$ cat config.mk
export PLATFORM = sky130hd
export DESIGN_NAME = fifo_serial_tx
export DESIGN_NICKNAME = d
export VERILOG_FILES = /design/src/rtl/fifo_serial_tx.sv
export SDC_FILE = /design/constraint.sdc
export NUM_CORES = 1
export LEC_CHECK = 0
export ABC_AREA = 1
export CAP_MARGIN = 20
export CORE_AREA = 10 10 75 77
export DETAILED_ROUTE_END_ITERATION = 10
export DIE_AREA = 0 0 85 87
export PLACE_DENSITY_LB_ADDON = 0.3
export SLEW_MARGIN = 5
export SYNTH_ARGS = -nofsm -noshare
export SYNTH_HDL_FRONTEND = slang
export SYNTH_SLANG_ARGS = --single-unit
$ cat constraint.sdc
create_clock -name clk -period 1.46 [get_ports clk]
set_input_delay 0.365 -clock clk [delete_from_list [all_inputs] [get_ports clk]]
set_output_delay 0.365 -clock clk [all_outputs]
set_load 0.005 [all_outputs]
$ cat src/rtl/fifo_serial_tx.sv
// fifo_serial_tx: drains a synchronous FIFO onto an asynchronous serial line.
// Frame format: start (0), BITWIDTH data bits LSB-first, optional even parity, stop (1).
`timescale 1ns/1ps

module fifo_serial_tx #(
    parameter int unsigned BITWIDTH     = 5,
    parameter int unsigned CLKS_PER_BIT = 4,
    parameter int unsigned PARITY_EN    = 1,
    parameter int unsigned COUNT_W      = 16
) (
    input  logic                clk,
    input  logic                rst,
    input  logic                enable,
    input  logic                fifo_empty,
    input  logic [BITWIDTH-1:0] fifo_dout,
    output logic                fifo_rd_en,
    output logic                tx,
    output logic                busy,
    output logic                frame_done,
    output logic [COUNT_W-1:0]  frames_sent
);

    localparam int unsigned CNT_W = $clog2(CLKS_PER_BIT + 1);
    localparam int unsigned IDX_W = (BITWIDTH > 1) ? $clog2(BITWIDTH) : 1;
    localparam logic [CNT_W-1:0] LAST_CNT = CNT_W'(CLKS_PER_BIT - 1);
    localparam logic [IDX_W-1:0] LAST_IDX = IDX_W'(BITWIDTH - 1);

    typedef enum logic [2:0] {
        IDLE,
        START,
        DATA,
        PARITY,
        STOP
    } state_t;

    state_t              state;
    logic [CNT_W-1:0]    bit_cnt;
    logic [IDX_W-1:0]    bit_idx;
    logic [BITWIDTH-1:0] shift;
    logic [BITWIDTH-1:0] shift_next;
    logic                par_bit;
    logic                bit_end;
    logic                stop_pre_last;
    logic                pop;

    // Bit-period timing and the pop decision (pop only at idle or the final stop cycle)
    assign bit_end       = (bit_cnt == LAST_CNT);
    assign stop_pre_last = (CNT_W'(bit_cnt + 1'b1) == LAST_CNT);
    assign shift_next    = shift >> 1;
    assign pop           = enable & ~fifo_empty & ((state == IDLE) | ((state == STOP) & bit_end));
    assign fifo_rd_en    = pop & ~rst;

    // Frame sequencer: state, shift register and all registered outputs
    always_ff @(posedge clk) begin
        if (rst) begin
            state       <= IDLE;
            tx          <= 1'b1;
            busy        <= 1'b0;
            frame_done  <= 1'b0;
            frames_sent <= '0;
            bit_cnt     <= '0;
            bit_idx     <= '0;
            shift       <= '0;
            par_bit     <= 1'b0;
        end else begin
            frame_done <= 1'b0;
            bit_cnt    <= ((state == IDLE) || bit_end) ? '0 : CNT_W'(bit_cnt + 1'b1);

            case (state)
                IDLE: begin
                    tx <= 1'b1;
                    if (pop) begin
                        state   <= START;
                        shift   <= fifo_dout;
                        par_bit <= ^fifo_dout;
                        bit_idx <= '0;
                        tx      <= 1'b0;
                        busy    <= 1'b1;
                    end
                end

                START: begin
                    if (bit_end) begin
                        state   <= DATA;
                        bit_idx <= '0;
                        tx      <= shift[0];
                    end
                end

                DATA: begin
                    if (bit_end) begin
                        shift <= shift_next;
                        if (bit_idx == LAST_IDX) begin
                            if (PARITY_EN != 0) begin
                                state <= PARITY;
                                tx    <= par_bit;
                            end else begin
                                state      <= STOP;
                                tx         <= 1'b1;
                                frame_done <= (CLKS_PER_BIT == 1);
                            end
                        end else begin
                            bit_idx <= IDX_W'(bit_idx + 1'b1);
                            tx      <= shift_next[0];
                        end
                    end
                end

                PARITY: begin
                    if (bit_end) begin
                        state      <= STOP;
                        tx         <= 1'b1;
                        frame_done <= (CLKS_PER_BIT == 1);
                    end
                end

                STOP: begin
                    if (!bit_end) begin
                        frame_done <= stop_pre_last;
                    end else begin
                        frames_sent <= COUNT_W'(frames_sent + 1'b1);
                        if (pop) begin
                            state   <= START;
                            shift   <= fifo_dout;
                            par_bit <= ^fifo_dout;
                            bit_idx <= '0;
                            tx      <= 1'b0;
                        end else begin
                            state <= IDLE;
                            tx    <= 1'b1;
                            busy  <= 1'b0;
                        end
                    end
                end

                default: begin
                    state <= IDLE;
                    tx    <= 1'b1;
                    busy  <= 1'b0;
                end
            endcase
        end
    end

endmodule

* Word-level counts from Yosys, hierarchy flattened
Cells that the tools add are included.
** Cells by class
- Bitwise gates (word level) :: 9
- Multiplexer cells :: 32
- Multiply operators :: 0
- Magnitude comparators :: 0
- Div/mod/pow operators :: 0
- Reductions and logical operators :: 16
- Add/subtract/negate cells :: 3
- Equal/unequal tests :: 15
- Shift operators :: 0
** Operators by type and width (count)
- two-way mux 3 bit :: 11
- adder 16 x 1 -> 16 bit (second input constant) :: 1
- != test 2 bit (second input constant) :: 8
- two-way mux 5 bit :: 3
- one-hot mux 3 bit (5 select lines) :: 1
- one-hot mux 5 bit (3 select lines) :: 1
- == test 3 x 2 -> 1 bit (second input constant) :: 4
- two-way mux 1 bit :: 12
- one-hot mux 3 bit (4 select lines) :: 1
- AND reduction 4 bit :: 2
- adder 3 x 1 -> 3 bit (second input constant) :: 2
- == test 3 bit (second input constant) :: 2
- AND reduction 6 bit :: 1
- OR reduction 3 bit :: 2
- one-hot mux 1 bit (5 select lines) :: 1
- AND reduction 5 bit :: 1
- parity 5 bit :: 1
- bitwise AND 1 bit :: 4
- inverter 1 bit :: 4
- AND reduction 2 bit :: 2
- nonzero test 4 bit :: 1
- == test 3 x 1 -> 1 bit (second input constant) :: 1
- logical NOT 3 bit :: 1
- one-hot mux 1 bit (3 select lines) :: 1
- 7 further kinds :: 7
** Storage, ports and cells
- Memory bits (writable) :: 0
- Register bits :: 34
- Output and inout port bits :: 20
- Memory bits (read-only) :: 0
- Logic and storage cells :: 84
- Memories kept :: 0
- Latch bits :: 0

* Logic depth before layout (Yosys ltp)
- Word-level depth :: 7
- Gate-level depth with buffers :: 10
- Mapped depth without buffers :: 9

* Worst setup path before layout
No wires, ideal clock.
- Kind :: register -> register
- From :: register bit_cnt[0]
- To :: register bit_idx[0]
- Required time :: 1345 ps
- Stages on the path, launching flop included :: 7
- Setup slack :: -59 ps
- Arrival :: 1404 ps
- Setup time :: 115 ps
- Cells stage by stage :: dfxtp_1 > ha_1 > ha_1 > o211ai_2 > nand3_1 > a21oi_1 > nor2_1
** Between the ends
- Cells in the longest elaborated chain, start to end :: 7
- Elaborated cells on any way between the ends :: 11
** RTL lines
- start: declaration :: RTL line 37 : logic [CNT_W-1:0] bit_cnt;
- start signal: assignment :: RTL line 67 : bit_cnt <= ((state == IDLE) || bit_end) ? '0 : CNT_W'(bit_cnt + 1'b1);
- == test 3 x 2 -> 1 bit * :: RTL line 47 : assign bit_end = (bit_cnt == LAST_CNT);
- bitwise AND 1 bit :: RTL line 50 : assign pop = enable & ~fifo_empty & ((state == IDLE) | ((state == STOP) & bit_end));
- OR 1 bit :: RTL line 50
- bitwise AND 1 bit :: RTL line 50
- two-way mux 3 bit (2 in a row)
- one-hot mux 3 bit (4 select lines)
- end signal: assignment :: RTL line 103 : bit_idx <= IDX_W'(bit_idx + 1'b1);
- end: declaration :: RTL line 38 : logic [IDX_W-1:0] bit_idx;
Mark *: on every way between the ends. The rest lies on a longest branch, timed or not. The select of a mux whose other input is x is not followed.
A chain may end at the register's enable or synchronous reset.

* Worst setup path after layout
- From :: register bit_cnt[1]
- To :: output fifo_rd_en
** Between the ends
- Cells in the longest elaborated chain, start to end :: 5
** RTL lines
- == test 3 x 2 -> 1 bit :: RTL line 47
- bitwise AND 1 bit :: RTL line 50
- OR 1 bit :: RTL line 50
- bitwise AND 1 bit :: RTL line 50
- bitwise AND 1 bit :: RTL line 51 : assign fifo_rd_en = pop & ~rst;
- end: declaration :: RTL line 16 : output logic fifo_rd_en,
No other way between the ends.

==> out/results.ini <==
[status]
status = finished, violations left
violations = setup timing

[sta]
setup_slack_ps = -178
relSlewSlack_pct = 78.1
max_freq_ghz = 0.610
final.setup_skew_ps = 6.49
rsz0062_at_grt = yes
min_period_ps = 1640
hold_viol_final = 0
min_period_over_period_pct = 112
slew_violations = 0
tightest_slew_ps = 326
finalSetupViolations = 28

[routing]
vias = 2108
routedWlPerCell_um = 12.4
drt_iter0_markers = 101
route.final.wire_length_mm = 5.22
route.detailed.drc = 0
drtPass1Iterations = 4
vias_per_cell = 5.00
ant_nets = 0

[floorplan]
start_util_pct = 45.7
rows = 24
boundaryPins = 29
die_height_um = 87
die_w_um = 85
die_area_um2 = 7400
core-area_um2 = 4230

[critical_path]
crit_path_top_delay_cell = dfxtp_2
endpoint_kind = output pin
r2r_slack_ps = -110
critPathLaunchType = flop
crit_type = flop to output pin
critPathBufInv = 1
critPathTopFamily = flip-flops
cp_common_cell = ha_4
critPathMaxStageDelay_ps = 340
arrival_ps = 1270
critical_path_required_ps = 1100
crit_fanout = 2
crit_chain = ha_4, ha_4, o211ai_2, nor2_1, buf_2

[global_route]
antenna_found_initial = 0
grt_max_degree = 18
grt-ovfl-total = 0
grt.total_usage_pct = 13.3
grt_pass1_wl_mm = 8.36
grt_pass1_vias = 1983

[logic_synthesis]
seq_area_frac_synth_pct = 35.2
synth_area_um2 = 1940
synth_cell_types = 26
synth_fp_nets = 318
synthCells = 303
yosysWarnings = 0
syn_avg_cell_area_um2 = 6.39
ys_ff_latch = 34

[cts]
cts-root-buf = clkbuf_8
cts_max_path_buffers = 2
clock_sinks = 34
h-tree-depth = 2
cts_buffers = 5
clkLatencyLatePin_ps = 290
cts_tree = done
path_clk_slew_ps = 70

[place]
dpl.hpwl_mm = 3.66
gp_congestion = 0.793
dpl-instance-area_um2 = 2480
dp_cells = 407
portBuffers = 28

[power_and_ir_drop]
power_w = 0.00413
p_sw_share_pct = 43.2
vdd_drop_max_uv = 1270
pwr_density_cell_nw_per_um2 = 1430
power_frac_comb_pct = 53.3
intPower_w = 0.00235
p_clk_share_pct = 17.8
p_seq_share_pct = 28.9
power.switching_w = 0.00179
power_leakage_nw = 1.29

[hold_path]
hp-class = flop to flop

[finish]
drive_above_1_share_pct = 31.1
final_area_um2 = 2890
fin_cells = 422
antenna_cells = 0
area_delta_synth_final_pct = 49.2
nFillCells = 355
fin_nets = 384

[flow_run]
max_cap_violations = 0

==> power by group through the flow <==
stage / registers (W) / clock network, W / logic (W)
detailed placement: 0.00121 / 0 / 0.00172
CTS: 0.00119 / 0.000749 / 0.00180
global route: 0.00121 / 0.000785 / 0.00244
floorplan: 0.00122 / 0 / 0.00119
global placement: 0.00120 / 0 / 0.00168
finish: 0.00119 / 0.000737 / 0.00220
==> cells by family after synthesis <==
| kind of cell | synth area share, % |
|---|---|
| compound gates | 11.6 |
| xor+xnor | 2.26 |
| fa+ha+maj | 3.88 |
| buf+inv | 9.50 |
| flops | 35.2 |
| simple gates | 37.6 |
==> worst paths after layout <==
path,startpoint,end,cells past startpoint
max,bit_cnt[1]$_SDFF_PP0_,fifo_rd_en,5
min,shift[3]$_SDFFE_PP0P_,shift[3]$_SDFFE_PP0P_,2
max reg2reg,bit_cnt[1]$_SDFF_PP0_,tx$_SDFFE_PP1P_,11
min reg2reg,shift[3]$_SDFFE_PP0P_,shift[3]$_SDFFE_PP0P_,2
==> tightest hold or removal path: cells and delay by family, from the launching register on <==
family          cells  cell delay [ps]
flops               1              310
simple gates        1               60
compound gates      1               50
==> layer usage <==
layer | GRT usage (%) | part of all wire (%)
met3 | 4.31 | 5.0
met4 | 4.49 | 1.5
met2 | 24.7 | 50
met1 | 13.8 | 44
met5 | 0 | 0
==> cell usage in the layout (no fill, tap or decap), types with 3 or more instances in the layout <==
cell / n
nand2_1: 77
nor2_1: 38
inv_1: 36
buf_4: 29
dfxtp_1: 21
dlygate4sd2_1: 20
a21oi_1: 14
nand2_2: 14
nand3_1: 11
a21oi_2: 9
dfxtp_2: 9
nand3_2: 8
o21ai_0: 7
clkdlybuf4s50_1: 7
nand4_1: 6
clkbuf_8: 6
buf_6: 6
nor2_4: 5
nand2_4: 4
ha_1: 4
dfxtp_4: 4
nor2_2: 3
xnor2_1: 3
o21ai_2: 3
==> final cells by class <==
| class | instances | area [µm²] | area share [%] |
|---|---|---|---|
| multi-input combinational | 224 | 1320 | 45.6 |
| clock buffer | 7 | 86.3 | 2.99 |
| clock inverter | 1 | 5.00 | 0.173 |
| timing repair buffer | 64 | 551 | 19.1 |
| tap | 52 | 65.1 | 2.25 |
| inverter | 40 | 158 | 5.46 |
| sequential | 34 | 707 | 24.5 |
==> sequential cells by signal (all words and copies together), names as in the netlist <==
| name | flops |
|---|---|
| shift | 5 |
| tx | 1 |
| frame_done | 1 |
| busy | 1 |
| state | 3 |
| bit_idx | 3 |
| par_bit | 1 |
| frames_sent | 16 |
| bit_cnt | 3 |
==> cell usage after synthesis (all sizes together) <==
| cell | count | area (µm²) |
|---|---|---|
| nand3 | 21 | 105 |
| dfxtp | 34 | 681 |
| o21ai | 12 | 60.1 |
| clkbuf | 2 | 7.51 |
| o211ai | 1 | 12.5 |
| xor2 | 2 | 17.5 |
| a21oi | 25 | 129 |
| nand2 | 96 | 370 |
| ha | 6 | 75.1 |
| a211oi | 1 | 7.51 |
| inv | 40 | 150 |
| nand4 | 6 | 37.5 |
| buf | 3 | 26.3 |
| nor2 | 46 | 198 |
| o21a | 2 | 15.0 |
| nor3 | 2 | 10.0 |
| nand3b | 1 | 7.51 |
| xnor2 | 3 | 26.3 |
==> stage by stage <==
step           setup slack [ps]  TNS (ps)  hold slack (ps)  utilization, %
3_5_place_dp               -693     -7020              455            58.5
3_3_place_gp               -682     -6320              451            58.5
2_1_floorplan              20.7         0              417               -
4_1_cts                    -223      -269              464            62.3
6_report                   -178     -1500              461            68.2
5_1_grt                    -257     -3620              478            68.2
==> what timing repair did <==
item	in CTS	in global routing
pin swaps	6	26
buffers inserted	3	5
hold buffers	0	0
setup endpoints to repair	42	26
resized for setup	54	59
cloned	0	0
Power figures use the tool's default switching activity.
